--- config.mk ---
export PLATFORM = sky130hd
export DESIGN_NAME = player_action_encoder_flat
export DESIGN_NICKNAME = d
export VERILOG_FILES = /design/src/rtl/player_action_encoder_pkg.sv /design/src/rtl/player_action_encoder_if.sv /design/src/rtl/player_action_encoder_btn_debounce.sv /design/src/rtl/player_action_encoder.sv /design/src/flat_wrapper.sv
export SDC_FILE = /design/constraint.sdc
export NUM_CORES = 1
export LEC_CHECK = 0
export ABC_AREA = 1
export ABC_CLOCK_PERIOD_IN_PS = 2550
export CAP_MARGIN = 20
export CELL_PAD_IN_SITES_DETAIL_PLACEMENT = 0
export CELL_PAD_IN_SITES_GLOBAL_PLACEMENT = 2
export CORE_MARGIN = 5
export CORE_UTILIZATION = 39
export CTS_BUF_LIST = sky130_fd_sc_hd__clkbuf_16
export DETAILED_ROUTE_END_ITERATION = 12
export PLACE_DENSITY = 0.91
export SLEW_MARGIN = 20
export SYNTH_ARGS = -nofsm -noshare
export SYNTH_HDL_FRONTEND = slang
export SYNTH_HIERARCHICAL = 1
export SYNTH_SLANG_ARGS = --single-unit
--- constraint.sdc ---
create_clock -name clk -period 2.55 [get_ports clk]
set_input_delay 0.255 -clock clk [delete_from_list [all_inputs] [get_ports clk]]
set_output_delay 0.255 -clock clk [all_outputs]
set_load 0.01 [all_outputs]
--- src/rtl/player_action_encoder_pkg.sv ---
// Shared definitions for the fighter button front end: action codes, button bit
// positions, FSM state encoding and the attack pending/edge payload.
package player_action_encoder_pkg;

  localparam int unsigned ACT_W = 6;

  typedef logic [ACT_W-1:0] act_t;

  localparam act_t ACT_NONE       = 6'b000000;
  localparam act_t ACT_PUNCH      = 6'b000001;
  localparam act_t ACT_KICK       = 6'b000010;
  localparam act_t ACT_JUMP       = 6'b000100;
  localparam act_t ACT_WAIT       = 6'b001000;
  localparam act_t ACT_MOVE_LEFT  = 6'b010000;
  localparam act_t ACT_MOVE_RIGHT = 6'b100000;

  localparam int unsigned BTN_PUNCH = 0;
  localparam int unsigned BTN_KICK  = 1;
  localparam int unsigned BTN_JUMP  = 2;
  localparam int unsigned BTN_WAIT  = 3;
  localparam int unsigned BTN_LEFT  = 4;
  localparam int unsigned BTN_RIGHT = 5;

  typedef enum logic [1:0] {
    ST_IDLE = 2'd0,
    ST_AIR  = 2'd1,
    ST_COOL = 2'd2
  } fsm_state_t;

  typedef struct packed {
    logic jump;
    logic kick;
    logic punch;
  } attack_t;

  // Level-sampled actions: right beats left beats wait, so the result stays one-hot.
  function automatic act_t level_action(input logic right, input logic left, input logic wt);
    act_t a;
    a = ACT_NONE;
    if (right)     a = ACT_MOVE_RIGHT;
    else if (left) a = ACT_MOVE_LEFT;
    else if (wt)   a = ACT_WAIT;
    return a;
  endfunction

endpackage

--- src/rtl/player_action_encoder_if.sv ---
// Button inputs and tick-rate action outputs of one fighter's encoder.
interface player_action_encoder_if;
  import player_action_encoder_pkg::*;

  logic [ACT_W-1:0] btn_raw;
  act_t             action_out;
  logic             action_vld;
  logic             tick;

  modport master (output btn_raw, input action_out, input action_vld, input tick);
  modport slave  (input btn_raw, output action_out, output action_vld, output tick);
endinterface

--- src/rtl/player_action_encoder_btn_debounce.sv ---
// One push-button: two-flop synchroniser followed by a consecutive-sample debouncer.
module btn_debounce #(
  parameter int unsigned DEBOUNCE_CYCLES = 4
) (
  input  logic clk,
  input  logic rst_n,
  input  logic btn_i,
  output logic level_o
);

  localparam int unsigned CNT_W = $clog2(DEBOUNCE_CYCLES + 1);

  logic             sync1_q, sync2_q;
  logic             level_q, level_d;
  logic [CNT_W-1:0] cnt_q, cnt_d;

  // Any sample matching the level restarts the run; a full run flips the level.
  always_comb begin
    level_d = level_q;
    cnt_d   = cnt_q;
    if (sync2_q == level_q) begin
      cnt_d = '0;
    end else if (cnt_q == CNT_W'(DEBOUNCE_CYCLES - 1)) begin
      level_d = ~level_q;
      cnt_d   = '0;
    end else begin
      cnt_d = cnt_q + CNT_W'(1);
    end
  end

  always_ff @(posedge clk or negedge rst_n) begin
    if (!rst_n) begin
      sync1_q <= 1'b0;
      sync2_q <= 1'b0;
      level_q <= 1'b0;
      cnt_q   <= '0;
    end else begin
      sync1_q <= btn_i;
      sync2_q <= sync1_q;
      level_q <= level_d;
      cnt_q   <= cnt_d;
    end
  end

  assign level_o = level_q;

endmodule

--- src/rtl/player_action_encoder.sv ---
// Fighter input front end: debounced buttons -> one prioritised one-hot action per
// game tick, with jump airtime and post-attack cooldown.
module player_action_encoder
  import player_action_encoder_pkg::*;
#(
  parameter int unsigned DEBOUNCE_CYCLES = 4,
  parameter int unsigned TICK_DIV        = 8,
  parameter int unsigned JUMP_TICKS      = 2,
  parameter int unsigned COOLDOWN_TICKS  = 1
) (
  input logic                    clk,
  input logic                    rst_n,
  player_action_encoder_if.slave act_if
);

  localparam int unsigned DIV_W  = $clog2(TICK_DIV);
  localparam int unsigned AIR_W  = $clog2(JUMP_TICKS + 1);
  localparam int unsigned COOL_W = (COOLDOWN_TICKS < 1) ? 1 : $clog2(COOLDOWN_TICKS + 1);

  logic [ACT_W-1:0]  lvl;
  attack_t           atk_lvl_c, atk_edge_c, pend_in_c;
  attack_t           lvl_prev_q;
  attack_t           pend_q, pend_d;
  logic [DIV_W-1:0]  div_q, div_d;
  logic              tick_q, tick_d;
  logic              vld_q, vld_d;
  act_t              act_q, act_d;
  fsm_state_t        state_q, state_d;
  logic [AIR_W-1:0]  air_q, air_d;
  logic [COOL_W-1:0] cool_q, cool_d;

  for (genvar b = 0; b < ACT_W; b++) begin : g_btn
    btn_debounce #(
      .DEBOUNCE_CYCLES(DEBOUNCE_CYCLES)
    ) u_db (
      .clk    (clk),
      .rst_n  (rst_n),
      .btn_i  (act_if.btn_raw[b]),
      .level_o(lvl[b])
    );
  end

  // Rising edges of the debounced attack buttons.
  always_comb begin
    atk_lvl_c.jump   = lvl[BTN_JUMP];
    atk_lvl_c.kick   = lvl[BTN_KICK];
    atk_lvl_c.punch  = lvl[BTN_PUNCH];
    atk_edge_c.jump  = atk_lvl_c.jump  & ~lvl_prev_q.jump;
    atk_edge_c.kick  = atk_lvl_c.kick  & ~lvl_prev_q.kick;
    atk_edge_c.punch = atk_lvl_c.punch & ~lvl_prev_q.punch;
  end

  // Tick divider plus pending latch and action FSM, all advancing on the registered tick.
  always_comb begin
    div_d   = (div_q == DIV_W'(TICK_DIV - 1)) ? '0 : div_q + DIV_W'(1);
    tick_d  = (div_d == DIV_W'(TICK_DIV - 1));
    vld_d   = tick_q;
    act_d   = act_q;
    state_d = state_q;
    air_d   = air_q;
    cool_d  = cool_q;

    // Edges arriving this cycle are visible to a tick on the same cycle.
    pend_in_c = pend_q;
    case (state_q)
      ST_IDLE: begin
        pend_in_c.jump  = pend_q.jump  | atk_edge_c.jump;
        pend_in_c.kick  = pend_q.kick  | atk_edge_c.kick;
        pend_in_c.punch = pend_q.punch | atk_edge_c.punch;
      end
      ST_COOL: pend_in_c.jump = pend_q.jump | atk_edge_c.jump;
      default: pend_in_c = '0;
    endcase
    pend_d = pend_in_c;

    if (tick_q) begin
      if (state_q == ST_AIR) begin
        act_d  = ACT_JUMP;
        pend_d = '0;
        if (air_q <= AIR_W'(1)) begin
          air_d   = '0;
          state_d = ST_IDLE;
        end else begin
          air_d = air_q - AIR_W'(1);
        end
      end else if (pend_in_c.jump) begin
        act_d   = ACT_JUMP;
        pend_d  = '0;
        cool_d  = '0;
        state_d = ST_IDLE;
        if (JUMP_TICKS > 1) begin
          state_d = ST_AIR;
          air_d   = AIR_W'(JUMP_TICKS - 1);
        end
      end else if ((state_q == ST_IDLE) && (pend_in_c.punch || pend_in_c.kick)) begin
        // Punch outranks kick; the loser stays pending for after the cooldown.
        if (pend_in_c.punch) begin
          act_d        = ACT_PUNCH;
          pend_d.punch = 1'b0;
        end else begin
          act_d       = ACT_KICK;
          pend_d.kick = 1'b0;
        end
        if (COOLDOWN_TICKS > 0) begin
          state_d = ST_COOL;
          cool_d  = COOL_W'(COOLDOWN_TICKS);
        end
      end else begin
        act_d = level_action(lvl[BTN_RIGHT], lvl[BTN_LEFT], lvl[BTN_WAIT]);
        if (state_q == ST_COOL) begin
          if (cool_q <= COOL_W'(1)) begin
            cool_d  = '0;
            state_d = ST_IDLE;
          end else begin
            cool_d = cool_q - COOL_W'(1);
          end
        end
      end
    end
  end

  always_ff @(posedge clk or negedge rst_n) begin
    if (!rst_n) begin
      div_q      <= '0;
      tick_q     <= 1'b0;
      vld_q      <= 1'b0;
      act_q      <= ACT_NONE;
      state_q    <= ST_IDLE;
      air_q      <= '0;
      cool_q     <= '0;
      pend_q     <= '0;
      lvl_prev_q <= '0;
    end else begin
      div_q      <= div_d;
      tick_q     <= tick_d;
      vld_q      <= vld_d;
      act_q      <= act_d;
      state_q    <= state_d;
      air_q      <= air_d;
      cool_q     <= cool_d;
      pend_q     <= pend_d;
      lvl_prev_q <= atk_lvl_c;
    end
  end

  assign act_if.action_out = act_q;
  assign act_if.action_vld = vld_q;
  assign act_if.tick       = tick_q;

endmodule

--- src/flat_wrapper.sv ---
// flat-port wrapper written by rule: the top's interface ports become plain ports
module player_action_encoder_flat import player_action_encoder_pkg::*;
#(
  parameter int unsigned DEBOUNCE_CYCLES = 4,
  parameter int unsigned TICK_DIV        = 8,
  parameter int unsigned JUMP_TICKS      = 2,
  parameter int unsigned COOLDOWN_TICKS  = 1
)
  (clk, rst_n, act_if_btn_raw, act_if_action_out, act_if_action_vld, act_if_tick);
  player_action_encoder_if act_if_i ();
  input logic clk;
  input logic rst_n;
  input wire logic [$bits(act_if_i.btn_raw)-1:0] act_if_btn_raw;
  output wire logic [$bits(act_if_i.action_out)-1:0] act_if_action_out;
  output wire logic [$bits(act_if_i.action_vld)-1:0] act_if_action_vld;
  output wire logic [$bits(act_if_i.tick)-1:0] act_if_tick;
  assign act_if_i.btn_raw = act_if_btn_raw;
  assign act_if_action_out = act_if_i.action_out;
  assign act_if_action_vld = act_if_i.action_vld;
  assign act_if_tick = act_if_i.tick;
  player_action_encoder #(.DEBOUNCE_CYCLES(DEBOUNCE_CYCLES), .TICK_DIV(TICK_DIV), .JUMP_TICKS(JUMP_TICKS), .COOLDOWN_TICKS(COOLDOWN_TICKS)) u_core (.clk(clk), .rst_n(rst_n), .act_if(act_if_i));
endmodule
# After elaboration in Yosys (flattened, before gate mapping)
# Index checks and enable logic that the tools add are counted.
# W data, S select, Z words.
# word_totals
ff_bits,58
output_inout_bits,8
elab_cells,144
# op_classes
addsub,9
order_cmp,2
eq_ne,17
n_mux,40
n_bitwise,22
n_reduce_logical,17
# ops
cell,n
$mux W3,14
$mux W6,5
$mux W2,13
$add A3 B1 Y3 const B,7
$eq A3 B2 Y1 const B,6
$not A1 Y1,16
$reduce_and A2 Y1,7
$reduce_bool A4 Y1,2
$eq A1 B1 Y1,6
$eq A3 B3 Y1 const B,2
$mux W1,6
$mux W4,1
$pmux W2 S2,1
$reduce_and A4 Y1,1
$and A1 B1 Y1,3
$or A1 B1 Y1,3
$reduce_and A3 Y1,1
$reduce_bool A3 Y1,1
$eq A2 B1 Y1 const B,1
$eq A2 B2 Y1 const B,1
$le A2 B1 Y1 const B,1
$logic_not A2 Y1,1
$ne A2 B2 Y1 const B,1
$reduce_bool A2 Y1,1
other kinds (6),6

# Logic depth before layout (Yosys ltp)
# Gate-level depths: netlist of run 1.
# depth
depth_word,10
mapped_depth,10
depth_no_buf,10

# Hierarchy
# The synthesis of run 1 kept the hierarchy.
# by_module_without_submodules
mod,instances,cells_per_inst,area_per_inst_um2,seq_area_each_um2
btn_debounce,6,25,239.0,150.1
player_action_encoder,1,107,934.6,525.5

# Worst setup path before layout of run 1
# Ideal clock, no wire load.
# synth_path
path_kind,reg2reg
start,register u_core.state_q[0]
end,register u_core/pend_q[1] (netlist name)
setup_ps,113
arrival_time_ps,1113
required_ps,2437
slack_ps,1325
path_stages_with_launch,10
synth_period_minus_slack_ps,1225
cell_sequence,dfrtp_1 -> buf_6 -> nor2_4 -> a21oi_1 -> nand2_1 -> nand2_2 -> nor2_2 -> nand2_1 -> nand2_1 -> inv_1
# synth_lines
element,line,rtl
"start, declared",player_action_encoder.sv:28,"fsm_state_t state_q, state_d;"
"start signal, assigned",player_action_encoder.sv:138,state_q <= state_d;
"end signal, assigned",player_action_encoder.sv:141,pend_q <= pend_d;
"end, declared",player_action_encoder.sv:23,"attack_t pend_q, pend_d;"

# Final worst setup path of run 1
# layout_path
start,"register u_core.tick_q, in the netlist u_core/act_if.tick"
end,output port act_if_tick
# layout_lines
element,line,rtl
"start, declared",player_action_encoder.sv:25,"logic tick_q, tick_d;"
"start signal, assigned",player_action_encoder.sv:135,tick_q <= tick_d;
"end, declared",flat_wrapper.sv:16,output wire logic [$bits(act_if_i.tick)-1:0] act_if_tick;
# No word-level cell between the ends.

==> summary.md, run 1 <==
| Metric | Value |
|---|---|
| Number of routed nets with antenna violations | `0` |
| Syn-to-layout area delta | `20.13%` |
| DRC viols | `0` |
| CP Launch Type | `flip-flop` |
| Initial antenna violation count | `0` |
| Row cnt | `28` |
| GRT Total Usage | `a little under an eighth` |
| Leak | `1.517 nW` |
| Max Clock Freq | `between 500 and 600 MHz` |
| CTS tree | `yes` |
| Buf/Inv on CP | `1` |
| Synth Area per Inst | `9.216 um2` |
| IO Count | `16` |
| Routed WL | `approximately 3700 um` |
| Critical path start-end classification | `reg2out` |
| Chip width | `slightly below 90 um` |
| Max-slew headroom | `between 50% and 60%` |
| Setup TNS Final | `0 ns` |
| Yosys reg bits | `57` |
| Root buffer cell | `clkbuf_16` |
| Synth top area share | `60.22%` |
| Layout cells sized above 1 | `12.94%` |
| Clock latency on the worst-skew pair | `0.31 ns` |
| TritonCTS Buffers | `9` |
| Status | `completed` |
| Most frequent cell after synthesis | `nand2_1` |
| Reg power frac | `about two fifths` |
| Synth warnings | `6` |
| CTS clk-pin slew, worst paths | `~0.05 ns` |
| Top FF cell, synth | `dfrtp_1` |
| Number of synthesized flops with an enable pin | `0` |
| Detail Placement HPWL | `~2500 um` |
| Crit path max fanout | `10` |
| Initial Util | `~40%` |
| Die H | `87.93 um` |
| Arrival @ worst endpoint | `1.44 ns` |
| CP cell instances | `clkdlybuf4s50_1` |
| CP Data Required Time | `2.30 ns` |
| Setup repair bufs after CTS | `0` |
| Slowest-stage cell, CP | `clkdlybuf4s50_1` |
| Switching share of total power | `roughly 32%` |
| Commonest cells in the netlist | `69 x nand2_1, 57 x dfrtp_1, 51 x inv_1` |
| Vias in the first global route | `around 1600` |
| Cells resized by post-CTS repair | `0` |
| Worst setup margin | `about 0.85 ns` |
| GPL Wtd Cong | `0.7230` |
| H-tree levels | `3` |
| Period utilization | `66.51%` |
| Max clock buf depth | `2` |
| Synth area leader | `dfrtp_1` |
| Comb pwr share | `around a quarter` |
| Gr ovfl total | `0` |
| Worst Skew | `around 0.0046 ns` |
| Max stage delay on crit path | `approximately 0.60 ns` |
| Via Count | `1542` |
| Final Hold Vio Count | `0` |
| Setup WS pre-CTS | `1.162 ns` |
| Pwr dens | `1086 nW/um2` |
| Ys async rst share | `100.0%` |
| Post-synth cell types | `15` |
| Final min period | `1.696 ns` |
| Final setup vio count | `0` |
| Worst hold margin | `0.07882 ns` |
| RSZ-0062 raised after global routing | `no` |
| Peak supply drop | `0.4962 mV` |
| Syn Nets | `between 200 and 300` |
| DR vias/cell | `4.271` |
| CTS Sinks | `between 50 and 60` |
| Core ar. | `5921 um2` |
| Post-synthesis cell area | `between 2000 and 2500 um2` |
| Initial drt markers | `96` |
| First-pass GRT wire length | `6837 um` |
| Routed len/inst | `approximately 10 um` |
| # diodes | `0` |
| Worst hold-check path type | `in2async` |
| Final Max Slew Viols | `0` |
| Psw | `just under 0.001 W` |
| Die area | `7732 um2` |
| Largest net degree at the start of global routing | `58` |
| Register area share after synthesis | `60.22%` |
| Worst-margin pin slew | `0.6973 ns` |
| DRT Pass-1 Iters | `4` |
| Syn Inst Count | `257` |
| Clock share of power | `about 32%` |
| # nets final | `299` |
| Critical Path End Type | `output port` |
| Crit-path leading delay family | `buffers and inverters` |
| Number of max-cap violations | `0` |
| Hold_buf cts | `0` |
| Cell Int Power | `0.002096 W` |
| IO buf count | `15` |
| Dominant cells by area after synthesis | `dfrtp_1 60%, nand2_1 11%, inv_1 8.1%` |
-- final cells by class --
type,instances,area [um2]
fillers,565,3075
clock buffers,9,225.2
repair buffers,16,152.6
inverters,51,191.4
clock inverters,6,27.53
well taps,75,93.84
multi-input cells,147,728.2
flip-flops and latches,57,1426
-- power by group through the flow --
stage | Clock, W | Sequential [W] | Combinational (W)
6_report | 0.00100 | 0.00129 | 0.000795
5_1_grt | 0.00108 | 0.00132 | 0.000931
4_1_cts | 0.00103 | 0.00129 | 0.000806
3_5_place_dp | 0 | 0.00131 | 0.000800
3_3_place_gp | 0 | 0.00130 | 0.000793
2_1_floorplan | 0 | 0.00127 | 0.000611
-- per-stage QoR --
stage               total power (W)  util [%]  cell area [um2]  std cells
floorplan                  0.001880         -             2369        257
global placement           0.002094     43.79             2592        346
detailed placement         0.002107     43.79             2592        346
CTS                        0.003132     48.06             2845        361
global route               0.003336     48.06             2845        361
finish                     0.003089     48.06             2845        361
-- layout by cell type (no fill, tap or decap), types with 2 or more instances in the layout --
| cell type | n |
|---|---|
| a21oi_1 | 3 |
| clkbuf_16 | 9 |
| clkdlybuf4s50_1 | 14 |
| clkinv_2 | 4 |
| dfrtp_1 | 57 |
| ha_1 | 9 |
| inv_1 | 52 |
| nand2_1 | 69 |
| nand2_2 | 19 |
| nand3_1 | 11 |
| nor2_1 | 27 |
| o21ai_0 | 2 |
| o21ai_1 | 3 |
-- path summary, 6_finish.rpt --
path                                               from                           end  slack, ns  cells past startpoint
hold reg to reg            u_core/g_btn[3].u_db/sync1_q  u_core/g_btn[3].u_db/sync2_q       0.34                      0
max in group asynchronous                         rst_n               u_core/air_q[1]       2.01                      2
setup / recovery                     u_core/act_if.tick                   act_if_tick       0.85                      1
setup reg to reg                      u_core/state_q[0]              u_core/pend_q[1]       1.19                      8
hold / removal                                    rst_n   u_core/act_if.action_out[0]       0.08                      2
min in group clk           u_core/g_btn[3].u_db/sync1_q  u_core/g_btn[3].u_db/sync2_q       0.34                      0
-- state kept, by name, indices dropped and copies added (netlist names) --
signal                     count
u_core/act_if.tick             1
u_core/div_q                   3
u_core/g_btn.u_db/sync1_q      6
u_core/air_q                   2
u_core/g_btn.u_db/level_o      6
u_core/pend_q                  3
u_core/g_btn.u_db/cnt_q       18
u_core/lvl_prev_q              3
u_core/state_q                 2
u_core/act_if.action_out       6
u_core/g_btn.u_db/sync2_q      6
u_core/act_if.action_vld       1
-- per-layer routing --
metal	track usage (%)	part of all wire (%)	vias up
met5	0	0	-
met4	5.439	1.4	0
met3	4.986	3.7	5
met2	17.81	45	15
met1	14.60	49	709
li1	-	-	813
-- cells by family after synthesis --
family	after synthesis	share of synthesized area [%]
flip-flops	57	60.22
adder cells (fa/ha/maj)	9	4.754
AND/OR/NAND/NOR	129	23.61
AO/OA/AOI/OAI	9	2.377
buffers and inverters	53	9.033
Note: power is estimated with default switching activity, not from simulation.
==> inputs of run 2 (changes only) <==
--- a/config.mk
+++ b/config.mk
@@ -6,15 +6,15 @@
 export NUM_CORES = 1
 export LEC_CHECK = 0
 export ABC_AREA = 1
-export ABC_CLOCK_PERIOD_IN_PS = 2550
+export ABC_CLOCK_PERIOD_IN_PS = 1700
 export CAP_MARGIN = 20
 export CELL_PAD_IN_SITES_DETAIL_PLACEMENT = 0
 export CELL_PAD_IN_SITES_GLOBAL_PLACEMENT = 2
 export CORE_MARGIN = 5
-export CORE_UTILIZATION = 39
+export CORE_UTILIZATION = 36
 export CTS_BUF_LIST = sky130_fd_sc_hd__clkbuf_16
 export DETAILED_ROUTE_END_ITERATION = 12
-export PLACE_DENSITY = 0.91
+export PLACE_DENSITY = 0.85
 export SLEW_MARGIN = 20
 export SYNTH_ARGS = -nofsm -noshare
 export SYNTH_HDL_FRONTEND = slang
==> constraint.sdc (replaced) <==
create_clock -name clk -period 1.7 [get_ports clk]
set_input_delay 0.17 -clock clk [delete_from_list [all_inputs] [get_ports clk]]
set_output_delay 0.17 -clock clk [all_outputs]
set_load 0.01 [all_outputs]
==> run 2 against run 1 <==
  * Clock power rose by 48%
  * Final area rose by 0.92%
  * Sequential power rose by 50%
  * Critical path depth did not move
  * Register-to-register slack got worse by 0.87 ns
  * Combinational power rose by 51%
  * Worst hold slack improved by 0.21 ns
  * Die area rose by 7.4%
  * Critical endpoint unchanged
==> summary.md, run 2 (synthesized netlist as in run 1, its figures left out) <==
| Metric | Value |
|---|---|
| Final Max Slew Viols | `0` |
| Via Count | `approximately 1500` |
| Hold Path End | `u_core/g_btn[1].u_db/sync1_q` |
| Critical path start-end classification | `reg2out` |
| Status | `completed` |
| CTS tree | `yes` |
| CP Launch Type | `flip-flop` |
| Initial drt markers | `between 40 and 50` |
| Number of routed nets with antenna violations | `0` |
| # diodes | `0` |
| Setup TNS Final | `0 ns` |
| Layout cells sized above 1 | `12.15%` |
| Reg2Reg Depth | `8` |
| Vias in the first global route | `1519` |
| Row cnt | `29` |
| Peak supply drop | `0.9126 mV` |
| Initial antenna violation count | `0` |
| Root buffer cell | `clkbuf_16` |
| Crit path max fanout | `10` |
| Die area | `8301 um2` |
| Cells resized by post-CTS repair | `0` |
| GRT Total Usage | `10.19%` |
| Initial Util | `between 30% and 40%` |
| Clock latency on the worst-skew pair | `0.31 ns` |
| Gr ovfl total | `0` |
| Core ar. | `6386 um2` |
| Reg2reg setup slack | `0.32 ns` |
| Detail Placement HPWL | `2565 um` |
| Worst Skew | `0.007871 ns` |
| TritonCTS Buffers | `9` |
| IO Count | `16` |
| CP cell instances | `clkdlybuf4s50_1` |
| Routed WL | `3657 um` |
| Most frequent cells in the layout | `69 x nand2_1, 57 x dfrtp_1, 52 x inv_1, 27 x nor2_1, 19 x nand2_2` |
| IO buf count | `15` |
| Critical Path End Type | `output port` |
| RSZ-0062 raised after global routing | `no` |
| H-tree levels | `3` |
| Setup repair bufs after CTS | `0` |
| Max stage delay on crit path | `0.60 ns` |
| CTS clk-pin slew, worst paths | `0.05 ns` |
| First-pass GRT wire length | `6658 um` |
| DRT Pass-1 Iters | `4` |
| Arrival @ worst endpoint | `1.43 ns` |
| Crit-path leading delay family | `buffers and inverters` |
| Reg-to-Reg Start | `u_core/state_q[0]` |
| DRC viols | `0` |
| Period utilization | `93.98%` |
| Final Hold Vio Count | `0` |
| # nets final | `300` |
| Final setup vio count | `0` |
| Biggest register | `u_core/g_btn.u_db/cnt_q` |
| Worst hold-check path type | `in2reg` |
| Slowest-stage cell, CP | `clkdlybuf4s50_1` |
| Die H | `91.11 um` |
| GPL Wtd Cong | `roughly 0.75` |
| Final min period | `1.598 ns` |
| Pwr dens | `around 1600 nW/um2` |
| Min-delay src | `act_if_btn_raw[1]` |
| Max Clock Freq | `between 600 and 700 MHz` |
| Commonest non-fill, non-tap cell in the layout | `nand2_1` |
| Post-route total power | `around 0.0046 W` |
| CTS Sinks | `57` |
| Max clock buf depth | `2` |
| Chip width | `91.11 um` |
| DR vias/cell | `between 4 and 5` |
| WHS Path Cells | `1` |
| Leak | `1.523 nW` |
| Max reg flops | `18` |
| Syn-to-layout area delta | `21.24%` |
| Routed len/inst | `10.02 um` |
| Number of max-cap violations | `0` |
| Worst-margin pin slew | `0.5096 ns` |
| Largest net degree at the start of global routing | `37` |
| Max-slew headroom | `66.03%` |
| CP Data Required Time | `1.53 ns` |
| Reg2Reg Capture Point | `u_core/pend_q[1]` |
| Buf/Inv on CP | `1` |
==> run 2: cell count changes in the layout (fill, tap and decap cells not counted) <==
cell / delta
dlygate4sd3_1: +1
clkinv_2: -2
buf_4: -1
buf_12: +1
clkinv_1: +3
==> run 2: per-layer routing <==
layer	GRT usage, %	vias to the layer above	wire [um]
li1	-	815	-
met1	12.33	688	1756
met2	15.32	12	1740
met3	3.388	4	110
met4	6.968	0	48
met5	0	-	0
==> run 2: where the power goes <==
part	internal [W]	switching [W]	total [W]	leakage (nW)
Sequential	0.00170	0.000227	0.00193	0.728
Clock	0.000947	0.000529	0.00148	0.130
Combinational	0.000496	0.000708	0.00120	0.665
==> run 2: cell type report <==
class                           instances  area [um2]
Multi-Input combinational cell        147       728.2
Timing Repair Buffer                   17       175.2
Sequential cell                        57        1426
Tap cell                               77       96.34
Clock buffer                            9       225.2
Clock inverter                          7       28.78
Inverter                               51       191.4
Fill cell                             615        3515
==> run 2: metrics by stage <==
| stage | setup slack [ns] | area, um2 | hold WS, ns | cells | utilization [%] |
|---|---|---|---|---|---|
| floorplan | 0.4745 | 2369 | -0.1256 | 257 | - |
| global placement | 0.3661 | 2608 | 0.1768 | 348 | 40.83 |
| detailed placement | 0.3467 | 2608 | 0.1814 | 348 | 40.83 |
| CTS | 0.06439 | 2872 | 0.2812 | 365 | 44.96 |
| global route | 0.03881 | 2872 | 0.2901 | 365 | 44.96 |
| finish | 0.1024 | 2872 | 0.2924 | 365 | 44.96 |
==> run 2: what timing repair did <==
item | 4_1_cts | 5_1_grt
hold buffers | 1 | 0
endpoints found under the hold margin | 21 | 0
setup endpoints to repair | 0 | 0
==> run 2: worst max path at each step <==
| stage | from | to | cells after the start | slack, ns |
|---|---|---|---|---|
| after floorplan | u_core/state_q[0] | u_core/pend_q[1] | 9 | 0.47 |
| after global placement | u_core/state_q[0] | u_core/pend_q[1] | 8 | 0.37 |
| after detailed placement | u_core/state_q[0] | u_core/pend_q[1] | 8 | 0.35 |
| after CTS | u_core/act_if.tick | act_if_tick | 1 | 0.06 |
| after global routing | u_core/act_if.tick | act_if_tick | 1 | 0.04 |
| final | u_core/act_if.tick | act_if_tick | 1 | 0.10 |
==> inputs of run 3 (changes only) <==
--- a/config.mk
+++ b/config.mk
@@ -10,12 +10,11 @@
 export CAP_MARGIN = 20
 export CELL_PAD_IN_SITES_DETAIL_PLACEMENT = 0
 export CELL_PAD_IN_SITES_GLOBAL_PLACEMENT = 2
-export CORE_MARGIN = 5
+export CORE_MARGIN = 4
 export CORE_UTILIZATION = 36
 export CTS_BUF_LIST = sky130_fd_sc_hd__clkbuf_16
 export DETAILED_ROUTE_END_ITERATION = 12
 export PLACE_DENSITY = 0.85
-export SLEW_MARGIN = 20
 export SYNTH_ARGS = -nofsm -noshare
 export SYNTH_HDL_FRONTEND = slang
 export SYNTH_HIERARCHICAL = 1
==> run 3 against run 2 <==
  * Critical path depth stayed put
  * Final area barely moved
  * Highest routed layer unchanged
  * Global-route usage rose by 1.3 points
  * Register-to-register slack gained 0.05 ns
  * First-iteration DRC count rose by 74%
  * Die area is 4.3% lower
  * Critical endpoint unchanged
  * Sequential power is essentially flat
  * Clock power is essentially flat
  * Largest cell class unchanged
  * Largest power group unchanged
  * Flip-flop and latch count unchanged
==> summary.md, run 3 (synthesized netlist as in run 1, its figures left out) <==
| Metric | Value |
|---|---|
| Via Count | `around 1500` |
| Worst-margin pin slew | `between 0.3 and 0.4 ns` |
| CTS Sinks | `57` |
| Reg2Reg Capture Point | `u_core/pend_q[1]` |
| GPL Wtd Cong | `0.6954` |
| Largest net degree at the start of global routing | `slightly below 60` |
| Most frequent cells in the layout | `69 x nand2_1, 56 x dfrtp_1, 51 x inv_1, 27 x nor2_1, 19 x nand2_2` |
| Routed len/inst | `9.794 um` |
| Reg-to-Reg Start | `u_core/state_q[0]` |
| Critical Path End Type | `output port` |
| Initial drt markers | `75` |
| Slowest-stage cell, CP | `clkdlybuf4s50_1` |
| Worst Skew | `0.006571 ns` |
| CP startpoint | `u_core/act_if.tick` |
| Post-route total power | `0.004617 W` |
| Initial antenna violation count | `0` |
| TritonCTS Buffers | `9` |
| First-pass GRT wire length | `6713 um` |
| Syn-to-layout area delta | `21.18%` |
| Final min period | `1.513 ns` |
| Number of max-cap violations | `0` |
| Number of routed nets with antenna violations | `0` |
| Period utilization | `88.99%` |
| DRC viols | `0` |
| CP Data Required Time | `1.53 ns` |
| IO Count | `16` |
| CP Launch Type | `flip-flop` |
| Routed WL | `around 3600 um` |
| Leak | `1.518 nW` |
| Commonest non-fill, non-tap cell in the layout | `nand2_1` |
| Detail Placement HPWL | `2467 um` |
| H-tree levels | `3` |
| Status | `completed` |
| Row cnt | `29` |
| DRT Pass-1 Iters | `4` |
| Crit-path leading delay family | `buffers and inverters` |
| Max clock buf depth | `2` |
| GRT Total Usage | `11.46%` |
| Core ar. | `between 6000 and 7000 um2` |
| Layout cells sized above 1 | `about 13%` |
| Worst hold-check path type | `in2reg` |
| DR vias/cell | `approximately 4.2` |
| Reg2Reg Depth | `8` |
| CTS tree | `yes` |
| Max reg flops | `18` |
| # nets final | `300` |
| Crit path max fanout | `10` |
| CP cell instances | `clkdlybuf4s50_1` |
| Die area | `about 8000 um2` |
| Vias in the first global route | `1547` |
| Buf/Inv on CP | `1` |
| Initial Util | `37.09%` |
| Max Clock Freq | `661.0 MHz` |
| IO buf count | `15` |
| Final setup vio count | `0` |
| Root buffer cell | `clkbuf_16` |
| Clock latency on the worst-skew pair | `0.32 ns` |
| Max stage delay on crit path | `0.57 ns` |
| Setup TNS Final | `0 ns` |
| WP depth | `1` |
| Critical path start-end classification | `reg2out` |
| Biggest register | `u_core/g_btn.u_db/cnt_q` |
| Peak supply drop | `0.9039 mV` |
| CP endpoint | `act_if_tick` |
| # diodes | `0` |
| Arrival @ worst endpoint | `1.34 ns` |
| Pwr dens | `about 1600 nW/um2` |
| Final Hold Vio Count | `0` |
| Die H | `89.11 um` |
| Chip width | `89.11 um` |
| RSZ-0062 raised after global routing | `no` |
| Gr ovfl total | `0` |
| Max-slew headroom | `79.87%` |
| Final Max Slew Viols | `0` |
| Reg2reg setup slack | `0.37 ns` |
| CTS clk-pin slew, worst paths | `0.05 ns` |
[run 3: area by class of cell]
type	instances	area (um2)
multi-input combinational	147	728.2
sequential	57	1428
inverter	51	191.4
timing repair buffer	17	175.2
fill	630	3516
clock buffer	9	225.2
clock inverter	6	26.28
tap	77	96.34
[run 3: how the worst min path moves through the flow]
stage | from | depth (start not counted) | slack (ns) | to
6_report | act_if_btn_raw[5] | 1 | 0.30 | u_core/g_btn[5].u_db/sync1_q
5_1_grt | act_if_btn_raw[0] | 1 | 0.29 | u_core/g_btn[0].u_db/sync1_q
4_1_cts | act_if_btn_raw[5] | 1 | 0.28 | u_core/g_btn[5].u_db/sync1_q
3_5_place_dp | rst_n | 2 | 0.20 | u_core/div_q[2]
3_3_place_gp | rst_n | 2 | 0.20 | u_core/div_q[2]
2_1_floorplan | rst_n | 0 | -0.13 | u_core/act_if.action_out[0]
[run 3: power by group]
group	leakage (nW)	total [W]	switching [W]	internal, W
logic	0.665	0.00119	0.000696	0.000496
clock network	0.127	0.00149	0.000544	0.000948
registers	0.726	0.00193	0.000232	0.00170
[run 3: repair_timing]
item / CTS / global route
endpoints found under the hold margin: 57 / 0
setup endpoints to repair: 0 / 1
gates resized for setup: 0 / 1
hold buffers: 1 / 0
setup buffers: 0 / 0
[run 3: per-stage QoR]
| stage | instance area, um2 | std cells | utilization [%] | setup WS, ns | hold WS (ns) |
|---|---|---|---|---|---|
| 6_report | 2870 | 364 | 44.95 | 0.1872 | 0.2963 |
| 5_1_grt | 2870 | 364 | 44.95 | 0.1244 | 0.2899 |
| 4_1_cts | 2869 | 364 | 44.93 | 0.04270 | 0.2839 |
| 3_5_place_dp | 2608 | 348 | 40.83 | 0.3648 | 0.1952 |
| 3_3_place_gp | 2608 | 348 | 40.83 | 0.4007 | 0.1981 |
| 2_1_floorplan | 2369 | 257 | - | 0.4745 | -0.1256 |
[run 3: worst register-to-register path, cell delays in order, from the launching register on]
cell and delay [ns]:
dfrtp_1 0.48, nor2_4 0.20, a21oi_1 0.11, nand2_1 0.09, nand2_2 0.07, nor2_2 0.14
nand2_1 0.07, nand2_1 0.05, inv_1 0.03
[run 3: per-layer routing]
metal	part of all wire, %	vias up	GRT usage, %
met5	0	-	0
met4	1.7	0	6.901
met1	48	703	14.32
li1	-	812	-
met3	4.4	7	4.608
met2	46	15	16.61
